<file path="config.mk">
export PLATFORM = sky130hd
export DESIGN_NAME = rf_sequencer
export DESIGN_NICKNAME = d
export VERILOG_FILES = /design/src/rtl/cpu_pkg.sv /design/src/rtl/rf_alu.sv /design/src/rtl/rf_sequencer.sv
export SDC_FILE = /design/constraint.sdc
export NUM_CORES = 1
export LEC_CHECK = 0
export CAP_MARGIN = 20
export CORE_MARGIN = 5
export CORE_UTILIZATION = 60
export CTS_BUF_LIST = sky130_fd_sc_hd__clkbuf_4
export CTS_CLUSTER_DIAMETER = 40
export DETAILED_ROUTE_END_ITERATION = 8
export PLACE_DENSITY = 0.93
export SLEW_MARGIN = 20
export SYNTH_ARGS = -nofsm -noshare
export SYNTH_HDL_FRONTEND = slang
export SYNTH_HIERARCHICAL = 1
export SYNTH_SLANG_ARGS = --single-unit
</file>
<file path="constraint.sdc">
create_clock -name clk -period 5.1 [get_ports clk]
set_clock_uncertainty 0.1 [all_clocks]
set_input_delay 1.02 -clock clk [delete_from_list [all_inputs] [get_ports clk]]
set_output_delay 1.02 -clock clk [all_outputs]
set_load 0.01 [all_outputs]
</file>
<file path="src/rtl/cpu_pkg.sv">
// Shared types and defaults for the register-file sequencer.
// Opcodes, sequencer states and datapath widths live here.
package cpu_pkg;

  localparam int DW_DEF = 16;
  localparam int AW_DEF = 3;

  typedef enum logic [2:0] {
    OP_MV  = 3'b000,
    OP_MVI = 3'b001,
    OP_ADD = 3'b010,
    OP_SUB = 3'b011,
    OP_AND = 3'b100,
    OP_OR  = 3'b101
  } op_e;

  typedef enum logic [2:0] {
    S_IDLE = 3'd0,
    S_RD_X = 3'd1,
    S_RD_Y = 3'd2,
    S_EXEC = 3'd3,
    S_WB   = 3'd4,
    S_DONE = 3'd5
  } state_e;

  function automatic logic op_legal(input logic [2:0] op);
    return op <= 3'd5;
  endfunction

endpackage

</file>
<file path="src/rtl/rf_alu.sv">
// Combinational ALU for the sequencer.
// Produces result, carry/borrow and zero flag.
module rf_alu
  import cpu_pkg::*;
#(
  parameter int DW = DW_DEF
) (
  input  logic [2:0]    op,
  input  logic [DW-1:0] a,
  input  logic [DW-1:0] b,
  input  logic [DW-1:0] imm,
  output logic [DW-1:0] result,
  output logic          carry,
  output logic          zero
);

  logic [DW:0] sum;
  logic [DW:0] diff;

  assign sum  = {1'b0, a} + {1'b0, b};
  assign diff = {1'b0, a} - {1'b0, b};

  // diff[DW] is set exactly when a < b unsigned
  always_comb begin
    result = '0;
    carry  = 1'b0;
    unique case (1'b1)
      op == OP_MV:  result = a;
      op == OP_MVI: result = imm;
      op == OP_ADD: begin
        result = sum[DW-1:0];
        carry  = sum[DW];
      end
      op == OP_SUB: begin
        result = diff[DW-1:0];
        carry  = diff[DW];
      end
      op == OP_AND: result = a & b;
      op == OP_OR:  result = a | b;
      default: begin
        result = '0;
        carry  = 1'b0;
      end
    endcase
    zero = (result == '0);
  end

endmodule

</file>
<file path="src/rtl/rf_sequencer.sv">
// Sequences read-execute-writeback over an external register file.
// All register-file and status outputs come straight from flops.
module rf_sequencer
  import cpu_pkg::*;
#(
  parameter int DW = DW_DEF,
  parameter int AW = AW_DEF
) (
  input  logic          clk,
  input  logic          rst_n,
  input  logic          instr_valid,
  output logic          instr_ready,
  input  logic [2:0]    instr_op,
  input  logic [AW-1:0] instr_rd,
  input  logic [AW-1:0] instr_rx,
  input  logic [AW-1:0] instr_ry,
  input  logic [DW-1:0] instr_imm,
  output logic [AW-1:0] rf_reg_num,
  output logic          rf_rd_wr,
  output logic [DW-1:0] rf_d_in,
  input  logic [DW-1:0] rf_d_out,
  output logic          done,
  output logic          err,
  output logic          carry,
  output logic          zero
);

  state_e        state_q, state_d;
  logic [2:0]    op_q, op_d;
  logic [AW-1:0] rd_q, rd_d;
  logic [AW-1:0] ry_q, ry_d;
  logic [DW-1:0] imm_q, imm_d;
  logic [DW-1:0] a_q, a_d;
  logic [DW-1:0] b_q, b_d;
  logic          cy_q, cy_d;
  logic          zr_q, zr_d;

  logic [AW-1:0] num_q, num_d;
  logic          wr_q, wr_d;
  logic [DW-1:0] din_q, din_d;
  logic          done_q, done_d;
  logic          err_q, err_d;
  logic          carry_q, carry_d;
  logic          zero_q, zero_d;

  logic [DW-1:0] alu_res;
  logic          alu_cy;
  logic          alu_zr;

  rf_alu #(
    .DW(DW)
  ) u_alu (
    .op    (op_q),
    .a     (a_q),
    .b     (b_q),
    .imm   (imm_q),
    .result(alu_res),
    .carry (alu_cy),
    .zero  (alu_zr)
  );

  always_ff @(posedge clk) begin
    if (!rst_n) begin
      state_q <= S_IDLE;
      op_q    <= '0;
      rd_q    <= '0;
      ry_q    <= '0;
      imm_q   <= '0;
      a_q     <= '0;
      b_q     <= '0;
      cy_q    <= 1'b0;
      zr_q    <= 1'b0;
      num_q   <= '0;
      wr_q    <= 1'b0;
      din_q   <= '0;
      done_q  <= 1'b0;
      err_q   <= 1'b0;
      carry_q <= 1'b0;
      zero_q  <= 1'b0;
    end else begin
      state_q <= state_d;
      op_q    <= op_d;
      rd_q    <= rd_d;
      ry_q    <= ry_d;
      imm_q   <= imm_d;
      a_q     <= a_d;
      b_q     <= b_d;
      cy_q    <= cy_d;
      zr_q    <= zr_d;
      num_q   <= num_d;
      wr_q    <= wr_d;
      din_q   <= din_d;
      done_q  <= done_d;
      err_q   <= err_d;
      carry_q <= carry_d;
      zero_q  <= zero_d;
    end
  end

  // Outputs for a state are registered on the edge that enters it
  always_comb begin
    state_d = state_q;
    op_d    = op_q;
    rd_d    = rd_q;
    ry_d    = ry_q;
    imm_d   = imm_q;
    a_d     = a_q;
    b_d     = b_q;
    cy_d    = cy_q;
    zr_d    = zr_q;
    num_d   = '0;
    wr_d    = 1'b0;
    din_d   = '0;
    done_d  = 1'b0;
    err_d   = err_q;
    carry_d = carry_q;
    zero_d  = zero_q;
    unique case (state_q)
      S_IDLE: begin
        if (instr_valid) begin
          op_d  = instr_op;
          rd_d  = instr_rd;
          ry_d  = instr_ry;
          imm_d = instr_imm;
          if (!op_legal(instr_op)) begin
            state_d = S_DONE;
            done_d  = 1'b1;
            err_d   = 1'b1;
            carry_d = 1'b0;
            zero_d  = 1'b0;
          end else if (instr_op == OP_MVI) begin
            state_d = S_EXEC;
          end else begin
            state_d = S_RD_X;
            num_d   = instr_rx;
          end
        end
      end
      S_RD_X: begin
        a_d = rf_d_out;
        if (op_q == OP_MV) begin
          state_d = S_EXEC;
        end else begin
          state_d = S_RD_Y;
          num_d   = ry_q;
        end
      end
      S_RD_Y: begin
        b_d     = rf_d_out;
        state_d = S_EXEC;
      end
      S_EXEC: begin
        cy_d    = alu_cy;
        zr_d    = alu_zr;
        state_d = S_WB;
        num_d   = rd_q;
        wr_d    = 1'b1;
        din_d   = alu_res;
      end
      S_WB: begin
        state_d = S_DONE;
        done_d  = 1'b1;
        err_d   = 1'b0;
        carry_d = cy_q;
        zero_d  = zr_q;
      end
      S_DONE: state_d = S_IDLE;
      default: state_d = S_IDLE;
    endcase
  end

  assign instr_ready = (state_q == S_IDLE);
  assign rf_reg_num  = num_q;
  assign rf_rd_wr    = wr_q;
  assign rf_d_in     = din_q;
  assign done        = done_q;
  assign err         = err_q;
  assign carry       = carry_q;
  assign zero        = zero_q;

endmodule

</file>
## Word-level counts from Yosys, hierarchy flattened

Index checks and enable logic that the tools add are counted.
W data, S select, Z words.

- Shift operators: 0
- Equal/unequal tests: 12
- Magnitude comparators: 1
- Mux-type cells: 23
- $add $sub $neg: 2
- Multipliers: 0
- Reductions and logical operators: 7
- Div/mod/pow operators: 0
- Bitwise logic cells: 2

Operator list:

| cell | number |
|---|---|
| $pmux W16 S6 | 1 |
| $mux W3 | 6 |
| $add A16 B16 Y17 | 1 |
| $sub A16 B16 Y17 | 1 |
| $and A16 B16 Y16 | 1 |
| $logic_not A16 Y1 | 1 |
| $or A16 B16 Y16 | 1 |
| $pmux W3 S5 | 1 |
| $eq A3 B2 Y1 const B | 4 |
| $pmux W1 S2 | 5 |
| $eq A3 B1 Y1 const B | 3 |
| $eq A3 B3 Y1 const B | 3 |
| $pmux W3 S3 | 1 |
| $mux W1 | 8 |
| $logic_not A3 Y1 | 2 |
| $ne A2 B2 Y1 const B | 2 |
| $reduce_and A2 Y1 | 2 |
| $le A3 B3 Y1 const B | 1 |
| $reduce_and A3 Y1 | 1 |
| $mux W2 | 1 |
| $reduce_bool A2 Y1 | 1 |

- Register bits after elaboration: 86
- Memory bits (read-only): 0
- Output and inout port bits: 25
- Latch bits: 0
- Memories kept: 0
- Memory bits (writable): 0

## Logic depth before layout (Yosys ltp)

- Depth after elaboration: 5
- Gate-level depth with buffers: 14

## Cells and area by module

Netlist, hierarchy kept.

By module, submodules not included:

| module | times used | sequential area each (µm²) | cells an instance | area each (µm²) |
|---|---|---|---|---|
| rf_sequencer | 1 | 1721.7 | 350 | 3069.2 |
| rf_alu | 1 | 0.0 | 372 | 2725.1 |

## Worst setup path before layout

Ideal clock, no wire load.

- Kind: flip-flop to flip-flop
- Start: register b_q[0]
- End: register zr_q
- Data required time: 4.935 ns
- Clock period less this slack: 3.251 ns
- Arrival time: 3.086 ns
- Slack: 1.849 ns
- Stages on the path, launching flop included: 15
- Buffers on the path: 0
- Cells stage by stage: dfxtp_1 -> ha_1 -> inv_1 -> fa_1 -> nor2b_1 -> o31ai_4 -> a2111oi_1 -> o21ai_1 -> a211oi_1 -> xnor2_1 -> o21ai_1 -> or4_1 -> nor4_2 -> mux2i_1 -> nor2_1

- Longest elaborated chain between the ends: 3

Ends and longest elaborated chain:

| what | line | source |
|---|---|---|
| from (decl) | rf_sequencer.sv:34 | `logic [DW-1:0] b_q, b_d;` |
| from (signal assigned) | rf_sequencer.sv:70 | `b_q <= '0;` |
| from (signal assigned) | rf_sequencer.sv:87 | `b_q <= b_d;` |
| $sub A16 B16 Y17 / $add A16 B16 Y17 (equally long branches) | rf_alu.sv:21, rf_alu.sv:20 |  |
| $pmux W16 S6 * | rf_alu.sv:27 | `unique case (1'b1)` |
| net alu_res[10] | rf_sequencer.sv:46 | `logic [DW-1:0] alu_res;` |
| $logic_not A16 Y1 * | rf_alu.sv:45 | `zero = (result == '0);` |
| net alu_zr | rf_sequencer.sv:48 | `logic alu_zr;` |
| to (signal assigned) | rf_sequencer.sv:89 | `zr_q <= zr_d;` |
| to (decl) | rf_sequencer.sv:36 | `logic zr_q, zr_d;` |

The timed path passes the listed nets; every way through them passes the cells marked *.
A chain may end at the register's enable or synchronous reset.

## Worst setup path after layout

Ends and elaborated chain as after synthesis.

==> out/metrics.csv <==
metric,value,unit
status,finished clean,
postRouteAntennaNets,0,
rsz0062_at_grt,no,
grt_antenna_before_repair,0,
cts_setup_buffers,0,
p_leak,2.52,nW
grt_pass1_vias,5193,
arrival,3.99,ns
core,9330,sq um
avgSynthCellArea,8.03,sq um
slew_headroom,35.6,%
synth_area_leaders,"dfxtp_1 (30%), ha_1 (11%), nand2_1 (9.1%), a21oi_1 (6.7%), inv_1 (3.9%)",
p_int,1.21,mW
clk_path_buf_depth,2,
syn_area,5790,sq um
ys_types,73,
synth_enable_flop_cells,0,
setup_tns,0,ns
yosysTopAreaCell,dfxtp_1,
cp_slowest_stage_delay,0.56,ns
die_area,11700,sq um
yosys_most_used_dff,dfxtp_1,
max-cap-violations,0,
drtIter0Drc,540,
tritoncts,done,
max_freq,0.268,GHz
crit_chain,ha_1 > inv_1 > fa_1 > nor2b_1 > o31ai_4 > a2111oi_1 > o21ai_1 > a211oi_1 > xnor2_1 > o21ai_1 > or4_1 > nor4_2 > mux2i_1 > nor2_1,
tightest_slew,0.965,ns
clock_latency,0.45,ns
post-route-period-util,73.1,%
setup_slack,1.37,ns
clk_pin_slew,0.16,ns
synth_nets,820,
io_pins,72,
yosysMostFrequentCell,nand2_1,
p_comb_share,43.2,%
netlist_top_cells_count,"nand2_1 (141), dfxtp_1 (86), a21oi_1 (78)",
layout-drive-gt1-share,7.18,%
p_switching,0.884,mW
cp_max_fo,4,
gp_congestion,0.957,
p_seq_share,39.0,%
via_per_inst,6.08,
htreeDepth,3,
worstSetupPathType,reg -> reg,
grt_pass1_wl,25800,um
cp-start-kind,register,
grt_start_max_net_pins,65,
synth_warnings,6,
hold_violations,0,
cts_resized,0,
ys_seq_area_share,29.7,%
io_buffers,71,
synth_top_area_share,29.7,%
dp_slack,1.46,ns
routedWlPerCell,18.4,um
p_sw_share,42.3,%
synthCells,722,
cts_hold_buf,0,
firstDrtPassIters,8,
cts_buffers,9,
row_count,35,
finalCriticalPeriod,3.73,ns
overflow,0,
crit_slowest_cell,or4_1,
cp_common_cell,o21ai_1,
pwr-share-clk,17.8,%
start_util,62.1,%
powerDensity,319,nW/um^2
chipHeight,108,um
dp_hpwl,12300,um
cts_root_buf,clkbuf_4,
syn_to_final_growth,13.0,%
setup_viol,0,
peakVddDrop,0.239,mV
drv_slew,0,
drcViolationCount,0,
synthArstFlopShare,0,%
antenna_cells,0,
num_vias,5441,
clkSinkCount,86,
nets,859,
grt_usage,28.0,%
worstHoldPathType,reg -> reg,
cp.required,5.37,ns
setup.worst_path.end_class,register,
synth.ff_latch_count,86,
fp.dieW,108,um
routed_wl,16500,um
[area by class of cell]
| cell class | instances | area, sq um |
|---|---|---|
| clock inverter | 7 | 56.3 |
| inverter | 61 | 230 |
| fill | 758 | 2780 |
| timing repair buffer | 75 | 741 |
| multi-input combinational | 528 | 3570 |
| tap | 129 | 161 |
| sequential | 86 | 1720 |
| clock buffer | 9 | 67.6 |
[logic make-up after synthesis]
| kind of cell | after synthesis | share of synthesized area [%] |
|---|---|---|
| and+or+nand+nor | 266 | 22.1 |
| AOI/OAI and AO/OA | 183 | 21.5 |
| buffers and inverters | 108 | 8.66 |
| DFF | 86 | 29.7 |
| adders and majority gates | 51 | 11.3 |
| muxes | 18 | 5.27 |
| xor gates and xnor gates | 10 | 1.51 |
[metal layers]
| layer | wire length [um] | share of wire [%] | track usage, % |
|---|---|---|---|
| met1 | 7090 | 43 | 38.0 |
| met2 | 7560 | 46 | 45.2 |
| met3 | 1490 | 9.0 | 5.55 |
| met4 | 365 | 2.2 | 8.57 |
| met5 | 0 | 0 | 0 |
[power groups by stage]
stage | registers [mW] | clock network [mW] | logic [mW]
global placement | 0.820 | 0 | 0.851
floorplan | 0.789 | 0 | 0.699
finish | 0.815 | 0.372 | 0.903
detailed placement | 0.828 | 0 | 0.873
global route | 0.824 | 0.405 | 0.970
CTS | 0.813 | 0.370 | 0.879
[metrics by stage]
step / instances / instance area [sq um] / hold WS [ns] / utilization [%] / total power, mW
5_1_grt: 895 / 6550 / 0.399 / 70.2 / 2.20
4_1_cts: 895 / 6550 / 0.370 / 70.2 / 2.06
3_3_place_gp: 879 / 6420 / 0.344 / 68.9 / 1.67
3_5_place_dp: 879 / 6420 / 0.350 / 68.9 / 1.70
2_1_floorplan: 722 / 5790 / 0.333 / - / 1.49
6_report: 895 / 6550 / 0.372 / 70.2 / 2.09
[layout by cell type, fill, tap and decap left out, types with 4 or more instances in the layout]
master,count
or3_1,4
inv_1,60
xnor2_1,9
nand4_1,5
nand2_1,141
mux4_2,10
o21ai_0,14
nor3_1,12
a21oi_1,78
o21ai_1,7
a211oi_1,10
ha_1,49
o21bai_1,4
o21a_1,5
o2111ai_1,6
or4_1,4
and2_1,18
mux2i_1,8
nand2b_1,5
nor2b_1,5
clkbuf_4,9
clkdlybuf4s50_1,71
o31ai_1,6
a31oi_1,5
nand3_1,7
a21o_1,7
buf_4,4
o211ai_1,8
dfxtp_1,85
nor2_1,43
[state kept, by name (all words and copies together), names as in the netlist]
| register | cells |
|---|---|
| zr_q | 1 |
| ry_q | 3 |
| zero | 1 |
| imm_q | 16 |
| a_q | 16 |
| carry | 1 |
| done | 1 |
| rd_q | 3 |
| err | 1 |
| rf_rd_wr | 1 |
| b_q | 16 |
| op_q | 3 |
| rf_reg_num | 3 |
| rf_d_in | 16 |
| cy_q | 1 |
| state_q | 3 |
[critical path: cells and delay by family, from the launching register on]
| family | cells | cell delay [ns] |
|---|---|---|
| and+or+nand+nor | 4 | 1.05 |
| muxes | 1 | 0.10 |
| AOI/OAI and AO/OA | 5 | 1.07 |
| xor gates and xnor gates | 1 | 0.15 |
| buffers and inverters | 1 | 0.08 |
| DFF | 1 | 0.42 |
| adders and majority gates | 2 | 0.67 |
[final timing paths]
| kind | from | endpoint | slack (ns) | cells after the start |
|---|---|---|---|---|
| worst min-delay path | ry_q[1] | ry_q[1] | 0.37 | 2 |
| worst max register to register | b_q[0] | zr_q | 1.37 | 14 |
| worst min register to register | ry_q[1] | ry_q[1] | 0.37 | 2 |
| worst max-delay path | b_q[0] | zr_q | 1.37 | 14 |
Note: power is estimated with default switching activity, not from simulation.
